**src/rtl/ps2_rx_decoder.sv**
```systemverilog
// PS/2 keyboard receiver: synchronises and deglitches the pins, decodes 11-bit frames,
// folds E0/F0 prefixes into flags and queues key events in a fall-through FIFO.
module ps2_rx_decoder #(
  parameter int SYNC_STAGES    = 2,
  parameter int FILTER_LEN     = 4,
  parameter int TIMEOUT_CYCLES = 50000,
  parameter int FIFO_DEPTH     = 4
) (
  input  logic                          clk,
  input  logic                          reset,
  input  logic                          key_clock,
  input  logic                          data,
  output logic                          event_valid,
  input  logic                          event_ready,
  output logic [7:0]                    event_code,
  output logic                          event_break,
  output logic                          event_ext,
  output logic                          frame_error,
  output logic [7:0]                    error_count,
  output logic                          overflow,
  output logic [$clog2(FIFO_DEPTH):0]   fifo_level
);

  localparam int FCW = $clog2(FILTER_LEN + 1);
  localparam int TCW = $clog2(TIMEOUT_CYCLES + 1);
  localparam int PW  = $clog2(FIFO_DEPTH);
  localparam int LW  = PW + 1;

  typedef enum logic [1:0] {IDLE, SHIFT, CHECK} state_t;

  function automatic logic [7:0] sat_inc(input logic [7:0] v);
    return (v == 8'hFF) ? v : v + 8'd1;
  endfunction

  // Stage 0: synchronisers, idle-high so reset never fakes a falling edge
  logic [SYNC_STAGES-1:0] kclk_sync_p0, data_sync_p0;
  logic                   kclk_s, data_s;

  always_ff @(posedge clk) begin
    if (reset) begin
      kclk_sync_p0 <= '1;
      data_sync_p0 <= '1;
    end else begin
      kclk_sync_p0 <= {kclk_sync_p0[SYNC_STAGES-2:0], key_clock};
      data_sync_p0 <= {data_sync_p0[SYNC_STAGES-2:0], data};
    end
  end

  assign kclk_s = kclk_sync_p0[SYNC_STAGES-1];
  assign data_s = data_sync_p0[SYNC_STAGES-1];

  // Stage 1: level filter; fall is asserted in the cycle the filtered clock drops
  logic           filt_clk_p1;
  logic [FCW-1:0] filt_cnt_p1;
  logic           filt_switch, fall;

  assign filt_switch = (kclk_s != filt_clk_p1) && (filt_cnt_p1 == FCW'(FILTER_LEN - 1));
  assign fall        = filt_switch && filt_clk_p1;

  always_ff @(posedge clk) begin
    if (reset) begin
      filt_clk_p1 <= 1'b1;
      filt_cnt_p1 <= '0;
    end else if (kclk_s == filt_clk_p1) begin
      filt_cnt_p1 <= '0;
    end else if (filt_switch) begin
      filt_clk_p1 <= kclk_s;
      filt_cnt_p1 <= '0;
    end else begin
      filt_cnt_p1 <= filt_cnt_p1 + FCW'(1);
    end
  end

  // Stage 2: frame FSM; shift_p2 ends up as {stop, parity, D7..D0}
  state_t         state, state_nxt;
  logic [3:0]     bit_cnt, bit_cnt_nxt;
  logic [TCW-1:0] tmo_cnt, tmo_nxt;
  logic [9:0]     shift_p2;
  logic           ext_flag, ext_nxt, brk_flag, brk_nxt;
  logic           shift_en, err_nxt, push, frame_ok;

  assign frame_ok = shift_p2[9] && (^shift_p2[8:0]);

  always_comb begin
    state_nxt   = state;
    bit_cnt_nxt = bit_cnt;
    tmo_nxt     = tmo_cnt;
    ext_nxt     = ext_flag;
    brk_nxt     = brk_flag;
    shift_en    = 1'b0;
    err_nxt     = 1'b0;
    push        = 1'b0;
    case (state)
      IDLE: begin
        if (fall && !data_s) begin
          state_nxt   = SHIFT;
          bit_cnt_nxt = 4'd1;
          tmo_nxt     = '0;
        end
      end
      SHIFT: begin
        if (fall) begin
          shift_en    = 1'b1;
          bit_cnt_nxt = bit_cnt + 4'd1;
          tmo_nxt     = '0;
          if (bit_cnt == 4'd10) state_nxt = CHECK;
        end else if (tmo_cnt == TCW'(TIMEOUT_CYCLES - 1)) begin
          state_nxt = IDLE;
          err_nxt   = 1'b1;
          ext_nxt   = 1'b0;
          brk_nxt   = 1'b0;
        end else begin
          tmo_nxt = tmo_cnt + TCW'(1);
        end
      end
      CHECK: begin
        state_nxt = IDLE;
        if (!frame_ok) begin
          err_nxt = 1'b1;
          ext_nxt = 1'b0;
          brk_nxt = 1'b0;
        end else if (shift_p2[7:0] == 8'hE0) begin
          ext_nxt = 1'b1;
        end else if (shift_p2[7:0] == 8'hF0) begin
          brk_nxt = 1'b1;
        end else begin
          push    = 1'b1;
          ext_nxt = 1'b0;
          brk_nxt = 1'b0;
        end
      end
      default: state_nxt = IDLE;
    endcase
  end

  always_ff @(posedge clk) begin
    if (reset) begin
      state       <= IDLE;
      bit_cnt     <= '0;
      tmo_cnt     <= '0;
      ext_flag    <= 1'b0;
      brk_flag    <= 1'b0;
      frame_error <= 1'b0;
      error_count <= '0;
    end else begin
      state       <= state_nxt;
      bit_cnt     <= bit_cnt_nxt;
      tmo_cnt     <= tmo_nxt;
      ext_flag    <= ext_nxt;
      brk_flag    <= brk_nxt;
      frame_error <= err_nxt;
      if (err_nxt) error_count <= sat_inc(error_count);
    end
  end

  always_ff @(posedge clk) begin
    if (shift_en) shift_p2 <= {data_s, shift_p2[9:1]};
  end

  // Stage 3: event FIFO, entries are {code, break, ext}
  logic [9:0]    fifo_mem [FIFO_DEPTH];
  logic [PW-1:0] wr_ptr, rd_ptr;
  logic [LW-1:0] level;
  logic          full, pop, push_ok;
  logic [9:0]    head;

  assign full    = (level == LW'(FIFO_DEPTH));
  assign pop     = event_valid && event_ready;
  assign push_ok = push && (!full || pop);

  always_ff @(posedge clk) begin
    if (push_ok) fifo_mem[wr_ptr] <= {shift_p2[7:0], brk_flag, ext_flag};
  end

  always_ff @(posedge clk) begin
    if (reset) begin
      wr_ptr   <= '0;
      rd_ptr   <= '0;
      level    <= '0;
      overflow <= 1'b0;
    end else begin
      if (push_ok) wr_ptr <= wr_ptr + PW'(1);
      if (pop)     rd_ptr <= rd_ptr + PW'(1);
      level <= level + LW'(push_ok) - LW'(pop);
      if (push && full && !pop) overflow <= 1'b1;
    end
  end

  assign head        = fifo_mem[rd_ptr];
  assign event_valid = (level != '0);
  assign event_code  = event_valid ? head[9:2] : 8'h00;
  assign event_break = event_valid && head[1];
  assign event_ext   = event_valid && head[0];
  assign fifo_level  = level;

endmodule

```
**config.mk**
```make
export PLATFORM = sky130hd
export DESIGN_NAME = ps2_rx_decoder
export DESIGN_NICKNAME = d
export VERILOG_FILES = /design/src/rtl/ps2_rx_decoder.sv
export SDC_FILE = /design/constraint.sdc
export NUM_CORES = 1
export LEC_CHECK = 0
export CAP_MARGIN = 20
export CORE_AREA = 2 2 111 113
export CTS_CLUSTER_DIAMETER = 50
export CTS_CLUSTER_SIZE = 40
export DETAILED_ROUTE_END_ITERATION = 6
export DIE_AREA = 0 0 113 115
export PLACE_DENSITY = 0.66
export REMOVE_ABC_BUFFERS = 1
export SYNTH_ARGS = -nofsm -noshare
export SYNTH_HDL_FRONTEND = slang
export SYNTH_SLANG_ARGS = --single-unit
```
**constraint.sdc**
```tcl
create_clock -name clk -period 3.28 [get_ports clk]
set_input_delay 0.656 -clock clk [delete_from_list [all_inputs] [get_ports clk]]
set_output_delay 0.656 -clock clk [all_outputs]
set_load 0.005 [all_outputs]
```
### Word level (Yosys, flattened, before mapping)

Memories as Yosys holds them, arrays and structs flattened. A register that Yosys moved wholly into a read port is not among the register bits.
Cells that the tools add are included.

* register bits: 59
* bits in writable memories: 40
* memories: 1

* add/subtract/negate cells: 8
* equality and inequality tests: 20
* multiplexer cells: 37
* bitwise logic cells: 2
* reductions and logical operators: 27

Memory list
* fifo_mem: depth 4, bits a word 10, read ports 1, clocked after Yosys merged registers in 1, wr ports 1, RTL line 161 `logic [9:0] fifo_mem [FIFO_DEPTH];`

Operators with widths (count)
* 16-bit 2-to-1 mux: 3
* 16-bit case mux with 2 select lines: 1
* 8-bit == test, second input constant: 3
* 1-bit 2-to-1 mux: 19
* 16-bit by 1-bit adder with 16-bit output, second input constant: 1
* 16-bit == test, second input constant: 1
* 2-bit 2-to-1 mux: 6
* 3-bit != test, second input constant: 4
* 1-bit logical AND: 10
* 3-bit AND reduction: 3
* 9-bit XOR reduction: 1
* 8-bit by 1-bit adder with 8-bit output, second input constant: 1
* 4-bit 2-to-1 mux: 2
* 8-bit 2-to-1 mux: 1
* 2-bit != test, second input constant: 4
* 4-bit case mux with 2 select lines: 1
* 4-bit AND reduction: 2
* 1-bit case mux with 2 select lines: 3
* 2-bit by 1-bit adder with 2-bit output, second input constant: 2
* 4-bit by 1-bit adder with 4-bit output, second input constant: 1
* 4-bit == test, second input constant: 1
* 4-bit != test, second input constant: 1
* 2-bit case mux with 2 select lines: 1
* 2-bit AND reduction: 2
* 16 further kinds: 20

### Longest topological paths before layout

* depth after elaboration: 8
* depth in mapped cells: 12
* depth with buffers taken out: 12

### Least setup slack after synthesis

OpenSTA, ideal clock, no wires.

* path kind: register to register
* from: register shift_p2[2]
* to: register level[2], in the netlist fifo_level[2]
* library setup time: 128 ps
* data arrival time: 2917 ps
* path slack: 236 ps
* stages on the path, launching flop included: 13
* clock period less this slack: 3044 ps
* cells stage by stage: edfxtp_1 inv_1 ha_1 xnor3_1 xnor2_1 nor3_1 inv_1 ha_1 inv_1 ha_1 fa_1 xnor2_1 nor2_1

* cells in the longest elaborated chain, start to end: 8
* elaborated cells between the ends (all ways): 11
* classes of those cells: 2 x add/sub; 2 x eq/ne; 4 x mux; 3 x reduce/logical

Ends and longest elaborated chain
* from (decl): RTL line 78 `logic [9:0] shift_p2;`
* from (signal assigned): RTL line 157 `if (shift_en) shift_p2 <= {data_s, shift_p2[9:1]};`
* 8-bit == test: RTL line 124 `end else if (shift_p2[7:0] == 8'hF0) begin`
* 1-bit 2-to-1 mux: RTL line 124
* 1-bit 2-to-1 mux: RTL line 122 `end else if (shift_p2[7:0] == 8'hE0) begin`
* 1-bit 2-to-1 mux *: RTL line 118 `if (!frame_ok) begin`
* 1-bit 2-to-1 mux *: RTL line 93 `case (state)`
* 1-bit logical AND *: RTL line 169 `assign push_ok = push && (!full || pop);`
* 3-bit by 1-bit adder with 3-bit output *: RTL line 184 `level <= level + LW'(push_ok) - LW'(pop);`
* 3-bit by 1-bit subtractor with 3-bit output *: RTL line 184
* to (signal assigned): RTL line 184
* to (decl): RTL line 163 `logic [LW-1:0] level;`

Mark *: on every way between the ends. The rest lies on a longest branch, timed or not.
A chain may end at the register's enable or synchronous reset.

### Worst setup path after layout

Same ends and word-level chain as after synthesis.

==> out/results.ini <==
[status]
run_status=complete, but fails checks
violations=DRC

[floorplanning]
die_y_um=115
core_area_sq_um=11800
rows=40
fp.dieW_um=113
io_pins=29
die_area_sq_um=13000
start_util=0.393

[clock_tree]
clockBufferDepth=2
numCtsBuffers=9
cts_resized=0
root_buffer=clkbuf_16
numClockSinks=101
cts_htree_levels=3
post_cts_buffers=0
cts.clk_slew.worst_paths_ns=0.07
hold_buffers=0
cts_tree=built
clkLatencyLatePin_ns=0.34

[synthesis]
yosysTopAreaCell=edfxtp_1
postSynthAreaPerCell_sq_um=11.7
synth-seq-area-share=0.544
syn_area_sq_um=4640
yosys_warnings=0
synthSimpleGateAreaFrac=0.194
synth_top_area_share=0.324
synth.distinct_cells=60
muxShareOfSynthArea=0.0645
synth_edf_count=50
synthTopCellsByArea=edfxtp_1 32%, dfxtp_1 22%, ha_1 5.4%, mux4_2 4.9%, nand2_1 2.5%
synthAdderAreaFrac=0.0583
yosys_most_used_dff=dfxtp_1
syn_inst=398
async_reset_ff_frac=0
synth-compound-area-share=0.0801
synth-xor-area-share=0.0294
ys_seq_elements=101
synth_top_family_by_area=simple AND/OR/NAND/NOR gates

[grt]
grt-ovfl-total=0
grt_start_max_net_pins=28
antenna_found_initial=0
grt_pass1_wl_um=13900
first_global_vias=2936
grt_usage=0.134

[final_layout]
most-common-layout-cells=51 x dfxtp_1, 50 x edfxtp_1, 31 x nand2_1, 28 x clkdlybuf4s50_1, 27 x nor2_1
area_delta_synth_final_pct=16.5
nets=456
drive_above_1_share=0.106
fin_util=0.458
mostFrequentLayoutCell=dfxtp_1
layout.cells.non_filler=582
fillers=1053
diodes=0

[worst_setup_path]
crit_required_ns=3.51
path_depth=12
startpoint_type=register
reg2regPathDepth=12
slowest_delay_ns=0.43
critical_path.cell_chain=inv_1 -> ha_1 -> xnor3_1 -> xnor2_1 -> nor3_1 -> inv_1 -> ha_1 -> inv_1 -> ha_1 -> fa_1 -> xnor2_1 -> nor2_1
worstPathBufferInverterCount=3
cp_slowest_cell=xnor3_1
cp.arrival_ns=3.19
end_kind=register
cp_max_fo=6
path_delay_family=adder cells
crit_type=register to register

[route]
detail-route-antenna-nets=0
drt-initial-drc-count=136
wire_per_inst_um=14.0
via_per_inst=5.19
num_vias=3022
wirelength_um=8170
dr.pass1.iters=6
drc=4

[sta]
worst_slew_pin_slew_ns=0.766
fin_ws_ns=0.314
max_freq_ghz=0.337
post-route-period-util=0.904
finalClockSkew_ns=0.00753
setup_tns_ns=0
hold_violations=0
finalMaxSlewViolations=0
post-route-min-period_ns=2.97
maxSlewHeadroom=0.489
rsz0062_at_grt=no
finalSetupViolations=0

[place]
place_congestion=0.811
dpl.hpwl_um=5730
io_buffers=28
placed_cells=566
dp_slack_ns=0.350

[power_and_ir_drop]
powerDensity_nw_per_um2=561
p_leak_uw=0.00187
total_power_uw=3030
ir_worst_vdd_mv=0.273

[job]
drv_cap=0

[min_path]
hold-path-cell-count=1
hold_class=register to register

==> power by group <==
| group | internal, uW | total (uW) | switching (uW) |
|---|---|---|---|
| Combinational | 330 | 525 | 195 |
| Sequential | 1350 | 1380 | 33.4 |
| Clock | 676 | 1130 | 450 |
| Total | 2350 | 3030 | 678 |
==> cells in the mapped netlist, drive strengths merged (4+ instances only) <==
master and count:
o21ai 12, mux4 10, clkbuf 7, ha 20, inv 23, buf 4
and4 4, nand4 6, nor2b 5, nand2 31, nand3 9, or3 9
xnor2 9, edfxtp 50, dfxtp 51, or4b 4, or2 7, nor2 27
and3 5, xor2 4, and2 17, o31ai 5, nor4 5, nor3 7
mux2i 4, a21oi 16
==> worst register-to-register path, cell delays in order, from the launching register on <==
cell,delay (ns)
edfxtp_1,0.42
inv_1,0.09
ha_1,0.28
xnor3_1,0.43
xnor2_1,0.20
nor3_1,0.27
inv_1,0.07
ha_1,0.27
inv_1,0.03
ha_1,0.19
fa_1,0.38
xnor2_1,0.16
nor2_1,0.05
==> metal layers <==
metal | part of all wire | vias to the layer above | track usage
met3 | 0.036 | 12 | 0.0337
met5 | 0 | - | 0
li1 | - | 1520 | -
met4 | 0.013 | 0 | 0.0407
met2 | 0.48 | 52 | 0.229
met1 | 0.47 | 1438 | 0.168
==> cells by family (layout without fill, tap and decap cells) <==
family | count (synthesis) | in the layout
compound gates | 55 | 55
xor+xnor | 14 | 14
fa+ha+maj | 21 | 21
buf+inv | 34 | 71
flops | 101 | 101
mux | 17 | 17
simple gates | 156 | 156
==> state kept, by name, summed over array words and instances (netlist names), named ones only <==
name,cells
fifo_mem,40
wr_ptr,2
bit_cnt,4
brk_flag,1
filt_clk_p1,1
rd_ptr,2
fifo_level,3
kclk_sync_p0,2
data_sync_p0,2
state,2
filt_cnt_p1,3
frame_error,1
shift_p2,10
tmo_cnt,16
error_count,8
overflow,1
ext_flag,1
==> path summary, 6_finish.rpt <==
check                          to            start  slack, ns
setup / recovery    fifo_level[2]      shift_p2[2]       0.31
hold / removal    kclk_sync_p0[1]  kclk_sync_p0[0]       0.41
setup reg to reg    fifo_level[2]      shift_p2[2]       0.31
hold reg to reg   kclk_sync_p0[1]  kclk_sync_p0[0]       0.41
==> area by class of cell <==
cell class                      instances  area [sq um]  share of cell area
Clock inverter                          6          93.8              0.0174
Multi-Input combinational cell        263          1980               0.366
Inverter                               23          86.3              0.0160
Timing Repair Buffer                   32           310              0.0574
Clock buffer                           10           229              0.0424
Sequential cell                       101          2520               0.467
Tap cell                              147           184              0.0340
==> stage by stage <==
stage	hold WS (ns)	cell area (sq um)
after detailed placement	0.394	5080
final	0.408	5410
after global placement	0.396	5080
after floorplan	0.389	4590
after global routing	0.432	5410
after CTS	0.409	5410
No activity file was read; power rests on OpenSTA's default activity.
